**src/rtl/fft_pkg.sv**
```systemverilog
// fft_pkg: types and helpers shared by the FFT output-side blocks.
//
// Contents:
//   FFT_N, FFT_LOG2N, FFT_DW  default frame length, index width and sample width
//   BITREV_MAX                widest index bitrev() can reverse (N up to 1024)
//   cplx_t                    packed complex sample {re, im}, two's complement
//   reorder_state_e           FILL / DRAIN states of the output reorder buffer
//   bitrev(idx, bits)         reverses the low 'bits' bits of idx
package fft_pkg;

  localparam int FFT_N      = 64;
  localparam int FFT_LOG2N  = 6;
  localparam int FFT_DW     = 32;
  localparam int BITREV_MAX = 10;

  typedef struct packed {
    logic signed [FFT_DW/2-1:0] re;
    logic signed [FFT_DW/2-1:0] im;
  } cplx_t;

  typedef enum logic [0:0] {
    FILL  = 1'b0,
    DRAIN = 1'b1
  } reorder_state_e;

  // Reverse all BITREV_MAX bits, then shift right so that only the reversed
  // low 'bits' bits remain. The caller guarantees idx has zeros above 'bits'.
  function automatic logic [BITREV_MAX-1:0] bitrev(input logic [BITREV_MAX-1:0] idx,
                                                   input int unsigned bits);
    logic [BITREV_MAX-1:0] full;
    full = {<<{idx}};
    return full >> (BITREV_MAX - bits);
  endfunction

endpackage

```
**src/rtl/fft_out_reorder_if.sv**
```systemverilog
// fft_out_reorder_if: signal bundle of the FFT output reorder buffer.
//
// Handshake rules:
//   in_data/in_valid   : FFT result stream, no backpressure. A word is taken on
//                        every rising edge where in_valid=1.
//   out_data/out_valid/out_ready : strict valid/ready. A transfer happens on a
//                        rising edge where out_valid=1 and out_ready=1. While
//                        out_valid=1 and out_ready=0, out_data, out_index and
//                        out_last hold, and out_valid does not drop.
//   out_last  : final sample of a frame, out_index : natural-order bin.
//   overflow  : sticky, input arrived while the buffer was draining.
//   state     : current FSM state (FILL=0, DRAIN=1) for observation.
//
// Modports: master = the reorder block, slave = the FFT/consumer side.
interface fft_out_reorder_if
  import fft_pkg::*;
#(
  parameter int DW    = FFT_DW,
  parameter int LOG2N = FFT_LOG2N
);
  logic [DW-1:0]    in_data;
  logic             in_valid;
  logic [DW-1:0]    out_data;
  logic             out_valid;
  logic             out_ready;
  logic             out_last;
  logic [LOG2N-1:0] out_index;
  logic             overflow;
  logic [0:0]       state;

  modport master (
    input  in_data, in_valid, out_ready,
    output out_data, out_valid, out_last, out_index, overflow, state
  );

  modport slave (
    output in_data, in_valid, out_ready,
    input  out_data, out_valid, out_last, out_index, overflow, state
  );
endinterface

```
**src/rtl/fft_frame_ram.sv**
```systemverilog
// fft_frame_ram: N x DW frame buffer, one synchronous write port and one
// asynchronous read port (maps to distributed RAM). Contents are not reset.
//
// Ports:
//   clk    in           write clock
//   we     in           write enable
//   waddr  in  LOG2N    write address
//   wdata  in  DW       write data
//   raddr  in  LOG2N    read address
//   rdata  out DW       mem[raddr], combinational
module fft_frame_ram
  import fft_pkg::*;
#(
  parameter int N     = FFT_N,
  parameter int LOG2N = FFT_LOG2N,
  parameter int DW    = FFT_DW
) (
  input  logic             clk,
  input  logic             we,
  input  logic [LOG2N-1:0] waddr,
  input  logic [DW-1:0]    wdata,
  input  logic [LOG2N-1:0] raddr,
  output logic [DW-1:0]    rdata
);

  logic [DW-1:0] mem [N];

  always_ff @(posedge clk) begin
    if (we) begin
      mem[waddr] <= wdata;
    end
  end

  assign rdata = mem[raddr];

endmodule

```
**src/rtl/fft_out_reorder.sv**
```systemverilog
// fft_out_reorder: captures one N-point frame from the FFT output stream and
// replays it to a downstream consumer over valid/ready.
//
// Build option:
//   FFT_REORDER_BITREV_EN  defined   : frame is read at bitrev(rd_cnt), turning
//                                      bit-reversed FFT order into natural order.
//                          undefined : frame is replayed in arrival order.
//
// Ports:
//   clk   in   single clock, rising edge
//   rst   in   synchronous, active-high reset
//   bus   fft_out_reorder_if.master  (in_data/in_valid from the FFT,
//         out_data/out_valid/out_ready/out_last/out_index to the consumer,
//         sticky overflow, FSM state for observation)
//
// FILL writes each in_valid word to mem[wr_cnt]; the N-th write moves to
// DRAIN. DRAIN holds out_valid high and advances rd_cnt on each transfer; the
// transfer with out_last returns to FILL. Input seen during DRAIN is dropped
// and flags overflow.
module fft_out_reorder
  import fft_pkg::*;
#(
  parameter int N     = FFT_N,
  parameter int LOG2N = FFT_LOG2N,
  parameter int DW    = FFT_DW
) (
  input  logic               clk,
  input  logic               rst,
  fft_out_reorder_if.master  bus
);

  localparam logic [0:0]       ST_FILL  = 1'b0;
  localparam logic [0:0]       ST_DRAIN = 1'b1;
  localparam logic [LOG2N-1:0] LAST_IDX = LOG2N'(N - 1);

  logic [0:0]       state;
  logic [LOG2N-1:0] wr_cnt;
  logic [LOG2N-1:0] rd_cnt;
  logic [LOG2N-1:0] rd_addr;
  logic [LOG2N-1:0] rd_cnt_next;
  logic [LOG2N-1:0] rd_addr_next;
  logic             overflow_q;
  logic             wr_en;
  logic [DW-1:0]    rd_data;

  assign wr_en       = bus.in_valid && (state == ST_FILL);
  assign rd_cnt_next = rd_cnt + 1'b1;

  // rd_addr is registered together with rd_cnt so the RAM read is a plain
  // register-to-array path with no reversal logic in front of it. N is a power
  // of two, so the counter wraps to 0 (and bitrev(0)=0) on the last transfer.
`ifdef FFT_REORDER_BITREV_EN
  assign rd_addr_next = LOG2N'(bitrev(BITREV_MAX'(rd_cnt_next), LOG2N));
`else
  assign rd_addr_next = rd_cnt_next;
`endif

  always_ff @(posedge clk) begin
    if (rst) begin
      state      <= ST_FILL;
      wr_cnt     <= '0;
      rd_cnt     <= '0;
      rd_addr    <= '0;
      overflow_q <= 1'b0;
    end else if (state == ST_FILL) begin
      if (bus.in_valid) begin
        wr_cnt <= wr_cnt + 1'b1;
        if (wr_cnt == LAST_IDX) begin
          state <= ST_DRAIN;
        end
      end
    end else begin
      // No backpressure toward the FFT: a word here is lost, so record it.
      if (bus.in_valid) begin
        overflow_q <= 1'b1;
      end
      if (bus.out_ready) begin
        rd_cnt  <= rd_cnt_next;
        rd_addr <= rd_addr_next;
        if (rd_cnt == LAST_IDX) begin
          state <= ST_FILL;
        end
      end
    end
  end

  fft_frame_ram #(
    .N     (N),
    .LOG2N (LOG2N),
    .DW    (DW)
  ) u_ram (
    .clk   (clk),
    .we    (wr_en),
    .waddr (wr_cnt),
    .wdata (bus.in_data),
    .raddr (rd_addr),
    .rdata (rd_data)
  );

  // Outputs depend only on registered state, so they hold during stalls.
  assign bus.out_valid = (state == ST_DRAIN);
  assign bus.out_last  = (state == ST_DRAIN) && (rd_cnt == LAST_IDX);
  assign bus.out_index = rd_cnt;
  assign bus.out_data  = rd_data;
  assign bus.overflow  = overflow_q;
  assign bus.state     = state;

endmodule

```
**src/flat_wrapper.sv**
```systemverilog
// flat-port wrapper written by rule: the top's interface ports become plain ports
module fft_out_reorder_flat import fft_pkg::*;
#(
  parameter int N     = FFT_N,
  parameter int LOG2N = FFT_LOG2N,
  parameter int DW    = FFT_DW
)
  (clk, rst, bus_in_data, bus_in_valid, bus_out_ready, bus_out_data, bus_out_valid, bus_out_last, bus_out_index, bus_overflow, bus_state);
  fft_out_reorder_if #(.DW(DW), .LOG2N(LOG2N)) bus_i ();
  input  logic clk;
  input  logic rst;
  input wire logic [$bits(bus_i.in_data)-1:0] bus_in_data;
  input wire logic [$bits(bus_i.in_valid)-1:0] bus_in_valid;
  input wire logic [$bits(bus_i.out_ready)-1:0] bus_out_ready;
  output wire logic [$bits(bus_i.out_data)-1:0] bus_out_data;
  output wire logic [$bits(bus_i.out_valid)-1:0] bus_out_valid;
  output wire logic [$bits(bus_i.out_last)-1:0] bus_out_last;
  output wire logic [$bits(bus_i.out_index)-1:0] bus_out_index;
  output wire logic [$bits(bus_i.overflow)-1:0] bus_overflow;
  output wire logic [$bits(bus_i.state)-1:0] bus_state;
  assign bus_i.in_data = bus_in_data;
  assign bus_i.in_valid = bus_in_valid;
  assign bus_i.out_ready = bus_out_ready;
  assign bus_out_data = bus_i.out_data;
  assign bus_out_valid = bus_i.out_valid;
  assign bus_out_last = bus_i.out_last;
  assign bus_out_index = bus_i.out_index;
  assign bus_overflow = bus_i.overflow;
  assign bus_state = bus_i.state;
  fft_out_reorder #(.N(N), .LOG2N(LOG2N), .DW(DW)) u_core (.clk(clk), .rst(rst), .bus(bus_i));
endmodule
```
**config.mk**
```make
export PLATFORM = sky130hd
export DESIGN_NAME = fft_out_reorder_flat
export DESIGN_NICKNAME = d
export VERILOG_FILES = /design/src/rtl/fft_pkg.sv /design/src/rtl/fft_out_reorder_if.sv /design/src/rtl/fft_frame_ram.sv /design/src/rtl/fft_out_reorder.sv /design/src/flat_wrapper.sv
export SDC_FILE = /design/constraint.sdc
export NUM_CORES = 2
export LEC_CHECK = 0
export CORE_MARGIN = 2
export CORE_UTILIZATION = 45
export DETAILED_ROUTE_END_ITERATION = 8
export SETUP_SLACK_MARGIN = 0.05
export SLEW_MARGIN = 10
export SYNTH_ARGS = -nofsm -noshare
export SYNTH_HDL_FRONTEND = slang
export SYNTH_SLANG_ARGS = --single-unit
```
**constraint.sdc**
```tcl
create_clock -name clk -period 4.3 [get_ports clk]
set_clock_uncertainty 0.05 [all_clocks]
set_input_delay 0.43 -clock clk [delete_from_list [all_inputs] [get_ports clk]]
set_output_delay 0.43 -clock clk [all_outputs]
set_load 0.02 [all_outputs]
```
After elaboration in Yosys (flattened, before gate mapping). Memories as Yosys holds them, arrays and structs flattened. A register that Yosys moved wholly into a read port is not among the register bits. Cells that the tools add are included.

Equality and inequality tests: 2. Reductions and logical operators: 5. Multiplexer cells: 9. Bitwise logic cells: 1. Add/subtract/negate cells: 2.

Operator list (count): $add 6x1->6 const B (2); $eq 6x6->1 const B (2); $mux 6 (2); $mux 1 (7); $reduce_and 2->1 (3); $logic_and 1x1->1 (2); $not 1->1 (1).

Word-level logic and storage cells: 24. Output and inout port bits: 42. Register bits: 14. Memory bits (writable): 2048. Memories kept: 1.

Memories: u_core.u_ram.mem (words 64, bits a word 32, rd ports 1, clocked after Yosys merged registers in 1, write ports 1, RTL line fft_frame_ram.sv:26) `logic [DW-1:0] mem [N];`.

Longest topological paths before layout.
Depth after elaboration: 4. Depth in mapped cells: 9. Mapped depth without buffers: 5.

Modules after synthesis. Synthesis repeated with hierarchy kept, for this count alone.

Cell total of the unflattened synthesis: 3363. Area total of the unflattened synthesis: 78516.6 µm².

By module, submodules not included: fft_frame_ram (instances 1, seq. area each 61499.0 µm², area an instance 77874.7 µm², cells each 3292); fft_out_reorder (instances 1, seq. area each 280.3 µm², area an instance 641.9 µm², cells each 71).

Least setup slack after synthesis. Ideal clock, no wire load.

Path kind: input to register. From: in bus_in_valid. To: mem u_core.u_ram.mem[48][0] (netlist bit) (enable). Arrival time: 3.301 ns. Data required time: 3.789 ns. Path buffers: 1. Slack: 0.488 ns. Library setup time: 0.461 ns. Stages on the path: 5. Path through: nor2b_1 > buf_2 > nor2b_1 > nand2_1 > nor3_1.

Cells in the longest elaborated chain, start to end: 3.

Ends and longest elaborated chain: start: declaration (RTL line flat_wrapper.sv:13) `input wire logic [$bits(bus_i.in_valid)-1:0] bus_in_valid;`; $logic_and 1x1->1 (RTL line fft_out_reorder.sv:46) `assign wr_en = bus.in_valid && (state == ST_FILL);`; $mux 1 (RTL line fft_frame_ram.sv:29) `if (we) begin`; $mux 1 (not written as such) (RTL line fft_frame_ram.sv:30) `mem[waddr] <= wdata;`; end: declaration (RTL line fft_frame_ram.sv:26).

Every way passes these cells.

==> metrics.md <==
| Metric | Value |
|---|---|
| Outcome | complete, no violations |
| Top cells by area, synth | edfxtp_1, mux4_2, mux2i_1 |
| Clock latency on the worst-skew pair | about 0.83 ns |
| FMAX | 235.9 MHz |
| Final Wtd Congestion | 0.8563 |
| Cts bufs inserted | 203 |
| Layout Cells excl Fill | around 6400 |
| Layout area overhead | 16.52% |
| Worst slew pin tran | 1.136 ns |
| Register area share after synthesis | 78.44% |
| Synth area leader | edfxtp_1 |
| Slew HR | approximately 24% |
| Number of library cell types mapped by synthesis | 55 |
| Die area | 0.1787 sq mm |
| Clk slew on worst S/H paths | 0.06 ns |
| Pins Over Slew Limit | 0 |
| Syn Inst Count | 3497 |
| Commonest register cell after synthesis | edfxtp_1 |
| Core area | 0.1740 sq mm |
| Die height | about 420 um |
| Buffers added on ports | 77 |
| Max cap viols | 0 |
| Fin crit period | 4.239 ns |
| Hold slack | around 0.047 ns |
| Leakage power | roughly 0.028 uW |
| All-layer global routing usage | 23.44% |
| CTS tree | built |
| CP arrival | 3.76 ns |
| Fin crit share | 98.58% |
| Yosys reg bits | 2068 |
| Die X-Extent | about 420 um |
| RSZ-0062 raised after global routing | no |
| Critical Path RT | 3.82 ns |
| Clock Tree Buf Depth | 3 |
| Per-cell routed wire length | 33.05 um |
| DP Wirelength | 122.3 mm |
| Final Hold Vio Count | 0 |
| Largest net degree at the start of global routing | 65 |
| Via Count | 38740 |
| Yosys Warn Count | 0 |
| First-pass GRT wire length | 294.1 mm |
| Initial core utilization | between 40% and 50% |
| Clk root buf | clkbuf_16 |
| 1st-iter DRT viols | 5128 |
| Gr ovfl total | 0 |
| Total Power | 41040 uW |
| CP Class | reg2out |
| Pre-antenna DRT Iters | 7 |
| Final Setup Violations | 0 |
| Post-Route Setup TNS | 0 ns |
| # fillers | 13260 |
| FFs w/ async S/R, synth | 0% |
| DRC violations left | 0 |
| Mean area per synthesized cell | 22.57 sq um |
| CP Max Fanout | 11 |
| Vias in the first global route | 38000 |
| Layout cells sized above 1 | between 30% and 40% |
| Placed cell count | 5965 |
| Type of the worst min-delay path | in2reg |
| Number of synthesized flops with an enable pin | 2048 |
| Synth top area share | 77.93% |
| Final nets | 3908 |
| Net Count, Synth | 3535 |
| Initial antenna violation count | 6 |
| CTS Sinks | around 2100 |
| Drt via density | 6.088 |
| VDD IR max | ~0.42 mV |
| Hold path startpoint | bus_in_data[29] |
| Row cnt | roughly 150 |
| Ports | 78 |
| Worst setup SP type | flip-flop |
| Antenna-violating nets left | 0 |
| CTS H-tree lvls | 4 |
| Start of the worst register-to-register path | u_core.bus.out_valid$_SDFF_PP0_ |
| Mapped Area | 0.07892 sq mm |
| Total wire length | 210.4 mm |
| Critical path capture point type | output port |
| PD cells | around 450 mW/mm^2 |
## state kept, by name, indices dropped and copies added (netlist names), named ones only
register and flops:
u_core.wr_cnt 6, u_core.bus.out_valid 1, u_core.bus.overflow 1, u_core.bus.out_index 6, u_core.u_ram.mem 2048
## layout make-up
cell class                 instances  area (sq um)  area share (%)
timing repair buffer             361          3754           4.082
sequential                      2068         61920           67.34
inverter                           3         11.26         0.01225
clock inverter                   113          1344           1.461
tap                             2325          2909           3.164
antenna                            3         7.507        0.008164
multi-input combinational       1233         16600           18.05
clock buffer                     258          5410           5.884
## critical path, stage by stage (launching register included)
cell and delay, ns:
dfxtp_4 0.46, buf_4 0.24, bufbuf_16 0.35, mux4_2 0.51, nor2_1 0.11, o21ai_0 0.19, or4_1 0.57, o311a_1 0.27
buf_4 0.22
## final timing paths
| path | to | slack (ns) | cells after the start |
|---|---|---|---|
| setup / recovery | bus_out_data[2] | 0.06 | 8 |
| hold / removal | u_core.u_ram.mem[50][29]$_DFFE_PP_ | 0.05 | 1 |
| setup reg to reg | u_core.u_ram.mem[8][23]$_DFFE_PP_ | 1.32 | 5 |
| hold reg to reg | u_core.bus.overflow$_SDFFE_PP0P_ | 0.44 | 2 |
## layout by cell type, fill, tap and decap left out, types with 20 or more instances in the layout
master     count
edfxtp_1    2048
mux4_2       478
buf_4        217
clkbuf_16    207
mux2i_1      114
o22ai_1      103
nor2_1        64
nor2_4        61
buf_12        55
nand2_1       46
clkbuf_1      46
clkinv_1      34
buf_2         32
clkinv_2      30
o21ai_0       28
mux2_2        27
bufinv_16     27
nor2b_1       24
a21oi_1       23
o221ai_1      22
nand2b_1      20
## per-layer routing
layer	wire length (um)	GRT usage, %	up-vias	share of wire, %
li1	-	-	15660	-
met4	5931	6.839	0	2.8
met2	98730	36.00	1746	47
met1	88340	34.62	21080	42
met3	17350	4.174	251	8.2
met5	0	0	-	0
## timing repair
item                                    4_1_cts  5_1_grt
setup buffers                                11        2
endpoints found under the setup margin       31       13
cloned                                        5        1
resized for setup                            70       13
hold buffers                                  6        0
pin swaps                                     7        0
hold endpoints to repair                     81        0
## synthesized netlist by cell type (all sizes together) (20+ instances only)
cell / number
nand2: 48
edfxtp: 2048
mux2i: 120
o22ai: 114
mux2: 33
o221ai: 22
dfxtp: 20
nor2: 125
buf: 143
o21ai: 38
a21oi: 25
clkbuf: 50
nor3: 21
mux4: 478
nor4: 24
nand2b: 20
nor2b: 24
## power by group
| part | switching, uW | internal (uW) | total (uW) |
|---|---|---|---|
| combinational | 613 | 175 | 787 |
| clock | 7510 | 10500 | 18000 |
| sequential | 16.1 | 22200 | 22200 |
| total | 8140 | 32900 | 41000 |
## cell families (layout without fill, tap and decap cells)
family | count (synthesis) | count (layout) | synth area share (%)
flip-flops | 2068 | 2068 | 78.44
multiplexers | 631 | 631 | 15.63
buffers and inverters | 196 | 735 | 1.497
adder cells (fa/ha/maj) | 2 | 2 | 0.03170
XOR/XNOR | 8 | 8 | 0.08879
AND/OR/NAND/NOR | 308 | 308 | 1.855
AO/OA/AOI/OAI | 284 | 284 | 2.457
other | 0 | 3 | 0
## stage by stage
stage / utilization [%] / area (sq um) / setup slack, ns
4_1_cts: 52.78 / 91840 / 0.05177
5_1_grt: 52.84 / 91950 / 0.04203
3_5_place_dp: 48.51 / 84420 / -0.07929
2_1_floorplan: - / 78920 / 0.4881
3_3_place_gp: 48.50 / 84390 / -0.4109
6_report: 52.84 / 91950 / 0.06126
Note: power is estimated with default switching activity, not from simulation.
